$ cat src/rtl/fp_mult_pkg.sv
// Shared types and constants for the FP multiplier arbiter slice.
package fp_mult_pkg;

    typedef logic [31:0] fp32_t;
    typedef logic [7:0]  status_t;

    typedef enum logic [2:0] {
        RNE = 3'd0,
        RTZ = 3'd1,
        RPI = 3'd2,
        RNI = 3'd3,
        RMM = 3'd4
    } rnd_mode_e;

    localparam fp32_t FP_ONE = 32'h3F80_0000;
    localparam fp32_t FP_TWO = 32'h4000_0000;

    typedef struct packed {
        fp32_t   z;
        status_t status;
        logic    id;
    } res_entry_t;

endpackage

$ cat src/rtl/fp_res_fifo.sv
// Synchronous result FIFO with occupancy count; head is zero while empty.
module fp_res_fifo #(
    parameter int WIDTH = 41,
    parameter int DEPTH = 4,
    localparam int AW   = $clog2(DEPTH),
    localparam int CW   = AW + 1
) (
    input  logic             clk_i,
    input  logic             rst_i,
    input  logic             push_i,
    input  logic [WIDTH-1:0] din_i,
    input  logic             pop_i,
    output logic [WIDTH-1:0] dout_o,
    output logic             empty_o,
    output logic [CW-1:0]    count_o
);
    logic [WIDTH-1:0] mem_q [DEPTH];
    logic [AW-1:0]    wr_ptr_q, rd_ptr_q;
    logic [CW-1:0]    count_q;
    logic             do_pop;

    assign empty_o = (count_q == '0);
    assign do_pop  = pop_i && !empty_o;
    assign count_o = count_q;
    assign dout_o  = empty_o ? '0 : mem_q[rd_ptr_q];

    // Storage carries no reset so it can map onto a register file.
    always_ff @(posedge clk_i) begin
        if (push_i) mem_q[wr_ptr_q] <= din_i;
    end

    always_ff @(posedge clk_i) begin
        if (rst_i) begin
            wr_ptr_q <= '0;
            rd_ptr_q <= '0;
            count_q  <= '0;
        end else begin
            if (push_i) wr_ptr_q <= wr_ptr_q + AW'(1);
            if (do_pop) rd_ptr_q <= rd_ptr_q + AW'(1);
            count_q <= count_q + CW'(push_i) - CW'(do_pop);
        end
    end

endmodule

$ cat src/rtl/fp_mult_arbiter.sv
// Round-robin, credit-gated sharing of one fixed-latency FP multiplier
// between two requesters, with tagged results buffered in a FIFO.
module fp_mult_arbiter
    import fp_mult_pkg::*;
#(
    parameter int LATENCY    = 3,
    parameter int FIFO_DEPTH = 4
) (
    input  logic             clk_i,
    input  logic             rst_i,
    input  logic [1:0]       req_vld_i,
    output logic [1:0]       req_rdy_o,
    input  logic [1:0][31:0] req_a_i,
    input  logic [1:0][31:0] req_b_i,
    input  logic [1:0][2:0]  req_rnd_i,
    output logic             mult_vld_in_o,
    output logic [31:0]      mult_a_o,
    output logic [31:0]      mult_b_o,
    output logic [2:0]       mult_rnd_o,
    input  logic             mult_vld_out_i,
    input  logic [31:0]      mult_z_i,
    input  logic [7:0]       mult_status_i,
    output logic             res_vld_o,
    input  logic             res_rdy_i,
    output logic [31:0]      res_z_o,
    output logic [7:0]       res_status_o,
    output logic             res_id_o,
    output logic             err_unexp_o
);
    localparam int CW = $clog2(FIFO_DEPTH) + 1;
    localparam int BW = 4;

    logic [1:0]         gnt;
    logic               issue, gnt_id, credit;
    logic               rr_q;
    logic               mult_vld_q, mult_id_q;
    fp32_t              mult_a_q, mult_b_q;
    logic [2:0]         mult_rnd_q;
    logic [LATENCY-1:0] tag_q, tag_d;
    logic [CW-1:0]      inflight_q, inflight_d, fifo_cnt;
    logic [BW-1:0]      blank_q;
    logic               err_q;
    logic               ret_live, ret_ok, fifo_empty, pop;
    res_entry_t         push_ent, head;

    // Results already owed to the FIFO count against its free space.
    assign credit = ({1'b0, inflight_q} + {1'b0, fifo_cnt}) < (CW+1)'(FIFO_DEPTH);

    always_comb begin
        gnt = '0;
        if (credit) begin
            case (req_vld_i)
                2'b01:   gnt = 2'b01;
                2'b10:   gnt = 2'b10;
                2'b11:   gnt = rr_q ? 2'b10 : 2'b01;
                default: gnt = '0;
            endcase
        end
    end

    assign req_rdy_o = gnt;
    assign issue     = |gnt;
    assign gnt_id    = gnt[1];

    assign ret_live   = mult_vld_out_i && (blank_q == '0);
    assign ret_ok     = ret_live && (inflight_q != '0);
    assign inflight_d = inflight_q + CW'(issue) - CW'(ret_ok);

    // Tag shifter mirrors the multiplier pipe; the oldest slot lines up with mult_vld_out.
    always_comb begin
        tag_d    = tag_q << 1;
        tag_d[0] = mult_id_q;
    end

    always_ff @(posedge clk_i) begin
        if (rst_i) begin
            rr_q       <= 1'b0;
            mult_vld_q <= 1'b0;
            mult_a_q   <= '0;
            mult_b_q   <= '0;
            mult_rnd_q <= '0;
            mult_id_q  <= 1'b0;
            tag_q      <= '0;
            inflight_q <= '0;
            blank_q    <= BW'(LATENCY);
            err_q      <= 1'b0;
        end else begin
            mult_vld_q <= issue;
            if (issue) begin
                mult_a_q   <= req_a_i[gnt_id];
                mult_b_q   <= req_b_i[gnt_id];
                mult_rnd_q <= req_rnd_i[gnt_id];
                mult_id_q  <= gnt_id;
                rr_q       <= ~gnt_id;
            end
            tag_q      <= tag_d;
            inflight_q <= inflight_d;
            if (blank_q != '0) blank_q <= blank_q - BW'(1);
            if (ret_live && (inflight_q == '0)) err_q <= 1'b1;
        end
    end

    assign push_ent = '{z: mult_z_i, status: mult_status_i, id: tag_q[LATENCY-1]};
    assign pop      = res_rdy_i && !fifo_empty;

    fp_res_fifo #(
        .WIDTH ($bits(res_entry_t)),
        .DEPTH (FIFO_DEPTH)
    ) u_fifo (
        .clk_i   (clk_i),
        .rst_i   (rst_i),
        .push_i  (ret_ok),
        .din_i   (push_ent),
        .pop_i   (pop),
        .dout_o  (head),
        .empty_o (fifo_empty),
        .count_o (fifo_cnt)
    );

    assign mult_vld_in_o = mult_vld_q;
    assign mult_a_o      = mult_a_q;
    assign mult_b_o      = mult_b_q;
    assign mult_rnd_o    = mult_rnd_q;
    assign res_vld_o     = !fifo_empty;
    assign res_z_o       = head.z;
    assign res_status_o  = head.status;
    assign res_id_o      = head.id;
    assign err_unexp_o   = err_q;

endmodule

$ cat config.mk
export PLATFORM = sky130hd
export DESIGN_NAME = fp_mult_arbiter
export DESIGN_NICKNAME = d
export VERILOG_FILES = /design/src/rtl/fp_mult_pkg.sv /design/src/rtl/fp_res_fifo.sv /design/src/rtl/fp_mult_arbiter.sv
export SDC_FILE = /design/constraint.sdc
export NUM_CORES = 1
export LEC_CHECK = 0
export CAP_MARGIN = 10
export CORE_MARGIN = 2
export CORE_UTILIZATION = 35
export DETAILED_ROUTE_END_ITERATION = 8
export MAX_ROUTING_LAYER = met4
export PLACE_DENSITY_LB_ADDON = 0.08
export SETUP_SLACK_MARGIN = 0.5
export SYNTH_ARGS = -nofsm -noshare
export SYNTH_HDL_FRONTEND = slang
export SYNTH_SLANG_ARGS = --single-unit
$ cat constraint.sdc
create_clock -name clk_i -period 7.45 [get_ports clk_i]
set_input_delay 0.745 -clock clk_i [delete_from_list [all_inputs] [get_ports clk_i]]
set_output_delay 0.745 -clock clk_i [all_outputs]
set_load 0.005 [all_outputs]
Yosys cells after proc, flatten, opt, wreduce, memory -nomap -nowiden
Memories as Yosys holds them, arrays and structs flattened. A register that Yosys moved wholly into a read port is not among the register bits.
Index checks and enable logic that the tools add are counted.
W data, S select, Z words.
{ "classes": {"multipliers": 0, "magnitude_cmp": 2, "eq_ne": 3, "n_addsub": 8, "mux": 14, "shift": 0, "n_reduce_logical": 12, "n_div": 0, "bitwise_logic": 1} }
{ "op_table": {"columns": ["operator", "n"], "rows": [
  ["$mux W32", 4],
  ["$mux W41", 1],
  ["$mux W2", 4],
  ["$add A3 B1 Y3", 2],
  ["$logic_not A3 Y1", 2],
  ["$mux W3", 2],
  ["$pmux W2 S3", 1],
  ["$sub A3 B1 Y3", 2],
  ["$logic_and A1 B1 Y1", 5],
  ["$add A2 B1 Y2 const B", 2],
  ["$add A3 B3 Y4", 1],
  ["$eq A2 B2 Y1 const B", 2],
  ["$logic_not A4 Y1", 1],
  ["$lt A4 B3 Y1 const B", 1],
  ["$reduce_bool A4 Y1", 1],
  ["$sub A4 B1 Y4 const B", 1],
  ["$reduce_bool A3 Y1", 1],
  ["$eq A2 B1 Y1 const B", 1],
  ["$lt A1 B2 Y1 const B", 1],
  ["$mux W1", 2],
  ["$reduce_or A2 Y1", 1],
  ["$logic_not A1 Y1", 1],
  ["$not A1 Y1", 1]
]} }
{ "word_totals": {"mem_count": 1, "in_bits": 180, "mem_bits_rw": 164, "elab_cells": 54, "regBits": 88, "latch_bits": 0, "romBits": 0} }
{ "mem_list": {"columns": ["name", "depth", "width", "read_ports", "rd_ports_with_merged_regs", "write_ports", "line", "text"], "rows": [
  ["u_fifo.mem_q", 4, 41, 1, 1, 1, "fp_res_fifo.sv:17", "logic [WIDTH-1:0] mem_q [DEPTH];"]
]} }

Longest topological paths before layout
{ "logic_depth": {"word_depth": 6, "depth_mapped": 11} }

Modules after synthesis
A second synthesis with hierarchy kept.
{ "unflattened": {"cells_unflattened": 627, "area_unflattened_um2": 10095.9} }
{ "modules_own_cells": {"columns": ["module", "cells_per_inst", "area_each_um2", "seq_area_each_um2", "instances"], "rows": [
  ["fp_res_fifo", 305, 6705.2, 5104.9, 1],
  ["fp_mult_arbiter", 322, 3390.8, 1621.6, 1]
]} }

Least setup slack after synthesis
Ideal clock, no wire load.
{ "synth_timing": {"kind": "reg2reg", "startpoint": "reg blank_q[0]", "endpoint": "mem u_fifo.mem_q[0][0] (enable)", "arrival_ps": 2151, "setup_ps": 402, "stages_incl_launch_ff": 7, "setup_slack_ps": 4897, "path_cell_list": "dfxtp_1 > inv_1 > ha_1 > nor3b_2 > and3b_1 > buf_4 > and2_1"} }
{ "synth_between": {"elab_chain_len": 5} }
{ "synth_lines": {"columns": ["item", "line", "text"], "rows": [
  ["start: declaration", "fp_mult_arbiter.sv:41", "logic [BW-1:0] blank_q;"],
  ["start signal: assignment", "fp_mult_arbiter.sv:85", "blank_q <= BW'(LATENCY);"],
  ["start signal: assignment", "fp_mult_arbiter.sv:98", "if (blank_q != '0) blank_q <= blank_q - BW'(1);"],
  ["$logic_not A4 Y1", "fp_mult_arbiter.sv:65", "assign ret_live = mult_vld_out_i && (blank_q == '0);"],
  ["$logic_and A1 B1 Y1", "fp_mult_arbiter.sv:65", null],
  ["$logic_and A1 B1 Y1", "fp_mult_arbiter.sv:66", "assign ret_ok = ret_live && (inflight_q != '0);"],
  ["net ret_ok", "fp_mult_arbiter.sv:43", "logic ret_live, ret_ok, fifo_empty, pop;"],
  ["$mux W1", "fp_res_fifo.sv:29", "if (push_i) mem_q[wr_ptr_q] <= din_i;"],
  ["$mux W1 (not written as such)", "fp_res_fifo.sv:29", null],
  ["end: declaration", "fp_res_fifo.sv:17", null]
]} }
The timed path passes the listed nets, and every way through them passes these cells.

Worst setup path in the final report
{ "layout_timing": {"startpoint": "reg inflight_q[2]", "endpoint": "out req_rdy_o[1]"} }
{ "layout_between": {"elab_chain_len": 3} }
{ "layout_lines": {"columns": ["item", "line", "text"], "rows": [
  ["start: declaration", "fp_mult_arbiter.sv:40", "logic [CW-1:0] inflight_q, inflight_d, fifo_cnt;"],
  ["start signal: assignment", "fp_mult_arbiter.sv:97", "inflight_q <= inflight_d;"],
  ["$add A3 B3 Y4", "fp_mult_arbiter.sv:47", "assign credit = ({1'b0, inflight_q} + {1'b0, fifo_cnt}) < (CW+1)'(FIFO_DEPTH);"],
  ["$lt A4 B3 Y1", "fp_mult_arbiter.sv:47", null],
  ["$mux W2", "fp_mult_arbiter.sv:51", "if (credit) begin"],
  ["end: declaration", "fp_mult_arbiter.sv:12", "output logic [1:0] req_rdy_o,"]
]} }
No other way between the ends.

==> impl_metrics.py <==
metrics = {
    "drt": {
        "drc_errors": 0,
        "drt_iter0_markers": 284,
        "wl_mm": 26.4,
        "first_pass_iters": 4,
        "antenna_left": 0,
        "vias": 6726,
        "avgRoutedWirePerCell_um": 19.2,
        "vias_per_cell": 4.91,
    },
    "synthesis": {
        "seq_area_frac_synth": 0.630,
        "synth_area_leaders": "edfxtp_1, dfxtp_1, mux4_2",
        "yosys.cell_types.count": 43,
        "synth_edf_count": 164,
        "synth.top_cell.area_share": 0.461,
        "syn_area_um2": 10700,
        "synthFlopType": "edfxtp_1",
        "synth.avg_cell_area_um2": 15.6,
        "synth_seq_cells": 254,
        "synthesis.nets": 880,
        "yosysTopAreaCell": "edfxtp_1",
        "synthCells": 686,
        "synthArstFlopShare": 0,
        "yosys_warnings": 0,
    },
    "worst_setup_path": {
        "critPathCaptureType": "output port",
        "r2r.worst_path.cells": 9,
        "r2r_end": "inflight_q[2]",
        "cp-start-kind": "flop",
        "cp_max_fo": 64,
        "r2r_slack_ns": 4.43,
        "critPathArrivalTime_ns": 3.23,
        "r2r_start": "inflight_q[1]",
        "crit_family": "buffers and inverters",
        "cp.required_ns": 6.70,
        "path_cells": "ha_1, nor3_2, and2_4, buf_4, and3_1, clkdlybuf4s50_1",
        "slowest_stage": "buf_4",
        "crit_buf_inv": 2,
        "critPathKind": "flop to output port",
        "cpPeakStageDelay_ns": 0.78,
    },
    "clock_network": {
        "ctsResizeCount": 0,
        "cts_tree": "yes",
        "clock-sinks": 254,
        "cts_max_level": 1,
        "cts_root_buf": "clkbuf_16",
        "clk_latency_ns": 0.52,
        "clk_path_buf_depth": 3,
        "post_cts_buffers": 0,
        "postCtsHoldBufs": 0,
        "path_clk_slew_ns": 0.06,
        "cts_buffers": 27,
    },
    "power_and_ir_drop": {
        "p_sw_mw": 1.35,
        "seqPwrFrac": 0.376,
        "switching_share": 0.293,
        "combPwrFrac": 0.355,
        "power_density_nw_per_um2": 314,
        "clockPowerShare": 0.269,
        "ir_drop_uv": 205,
        "power.internal_mw": 3.24,
        "power_leakage_nw": 4.95,
    },
    "grt": {
        "grt_max_degree": 88,
        "grtUsageTotal": 0.166,
        "grt_remaining_overflow": 0,
        "grt_first_pass_wirelength_mm": 39.3,
        "antenna_found_initial": 1,
        "grt_pass1_vias": 6835,
    },
    "worst_hold_path": {
        "worstHoldStart": "tag_q[1]",
        "hold_path_class": "flop to flop",
        "holdPathEnd": "tag_q[2]",
        "min_delay_path_depth": 1,
    },
    "finish": {
        "layout_commonest_cell": "clkdlybuf4s50_1",
        "drive_gt1_frac": 0.177,
        "area_delta_synth_final_pct": 37.1,
        "finalNetCount": 1153,
        "final_cell_mix": "clkdlybuf4s50_1, edfxtp_1, dfxtp_1",
    },
    "timing": {
        "hold_ws_ns": 0.453,
        "relSlewSlack": 0.292,
        "maxSlewViolCount": 0,
        "setup-tns-final_ns": 0,
        "rsz0062_at_grt": "no",
        "finalClockSkew_ns": 0.00485,
        "post-route-period-util": 0.533,
        "tightestPinTransition_ns": 1.06,
        "max_freq_ghz": 0.252,
        "min_period_ns": 3.97,
        "setup_viol": 0,
        "hold_viol": 0,
    },
    "floorplanning": {
        "rows": 63,
        "die-area_um2": 31900,
        "initial_utilization": 0.357,
        "ios": 293,
        "fp.dieH_um": 179,
        "die_w_um": 179,
        "fp.coreArea_um2": 29900,
    },
    "placement": {
        "io_buffers": 292,
        "dp_hpwl_mm": 16.7,
        "gp_congestion": 0.747,
    },
    "run": {
        "maxCapViolCount": 0,
    },
    "outcome": {
        "status": "finished clean",
    },
}
-- synth_stat cells, types with 2 or more instances --
cell type and number:
edfxtp_1 164, dfxtp_1 90, nor2_1 78, a22oi_2 60
a32o_1 60, and2_1 46, mux4_2 41, clkbuf_1 21
buf_2 17, inv_1 14, buf_6 13, ha_1 12
buf_4 8, mux2i_1 8, nor2b_1 7, xnor2_1 6
a211oi_1 5, nand2_1 3, a211oi_2 2, a21oi_1 2
and3_1 2, fa_1 2, mux2_2 2, nand3_1 2
nor3_1 2, or3_1 2
-- area by class of cell --
type | count | area [µm²]
timing repair buffer | 304 | 3000
clock buffer | 41 | 756
sequential | 254 | 6730
antenna | 1 | 2.50
inverter | 15 | 56.3
tap | 390 | 488
fill | 2605 | 15200
multi-input combinational | 357 | 3540
clock inverter | 8 | 60.1
-- sequential cells by signal (all words and copies together) (netlist names), 3 cells and up, named ones only --
name,flops
inflight_q,3
mult_a_o,32
mult_b_o,32
tag_q,3
u_fifo.mem_q,164
u_fifo.count_o,3
mult_rnd_o,3
blank_q,4
-- power by group through the flow --
stage / Clock (mW) / Combinational (mW) / Sequential [mW]
final: 1.24 / 1.63 / 1.73
after global routing: 1.34 / 1.79 / 1.74
after floorplan: 0 / 0.967 / 1.75
after global placement: 0 / 1.66 / 1.75
after detailed placement: 0 / 1.67 / 1.75
after CTS: 1.29 / 1.67 / 1.73
-- stage by stage --
step / setup WS [ns] / power [mW] / cells / cell area (µm²) / util
6_report: 3.48 / 4.59 / 1370 / 14600 / 0.490
5_1_grt: 3.30 / 4.87 / 1370 / 14600 / 0.490
4_1_cts: 3.39 / 4.68 / 1369 / 14600 / 0.490
3_5_place_dp: 3.59 / 3.42 / 1320 / 13800 / 0.462
3_3_place_gp: 3.62 / 3.41 / 1320 / 13800 / 0.462
2_1_floorplan: 4.90 / 2.72 / 686 / 10700 / -
-- layer usage --
metal	global-route usage	vias to the layer above	wire, µm
met2	0.268	252	12600
met4	0.0396	0	544
met3	0.0611	38	2710
li1	-	3205	-
met5	-	-	0
met1	0.199	3231	10500
-- worst max-delay path by stage --
stage | from | end | cells past startpoint
CTS | inflight_q[2] | req_rdy_o[1] | 6
global placement | req_vld_i[1] | inflight_q[2] | 10
detailed placement | req_vld_i[1] | inflight_q[2] | 10
floorplan | blank_q[0] | u_fifo.mem_q[0][0] | 6
finish | inflight_q[2] | req_rdy_o[1] | 6
global route | inflight_q[2] | req_rdy_o[1] | 6
-- kinds of logic after synthesis --
| kind of cell | count (synthesis) | synth area share |
|---|---|---|
| multiplexers | 51 | 0.0961 |
| AO/OA/AOI/OAI | 134 | 0.138 |
| flip-flops | 254 | 0.630 |
| XOR/XNOR | 8 | 0.00727 |
| adder cells (fa/ha/maj) | 14 | 0.0178 |
| buffers and inverters | 75 | 0.0403 |
| AND/OR/NAND/NOR | 150 | 0.0707 |
(Power assumes the default switching activity.)
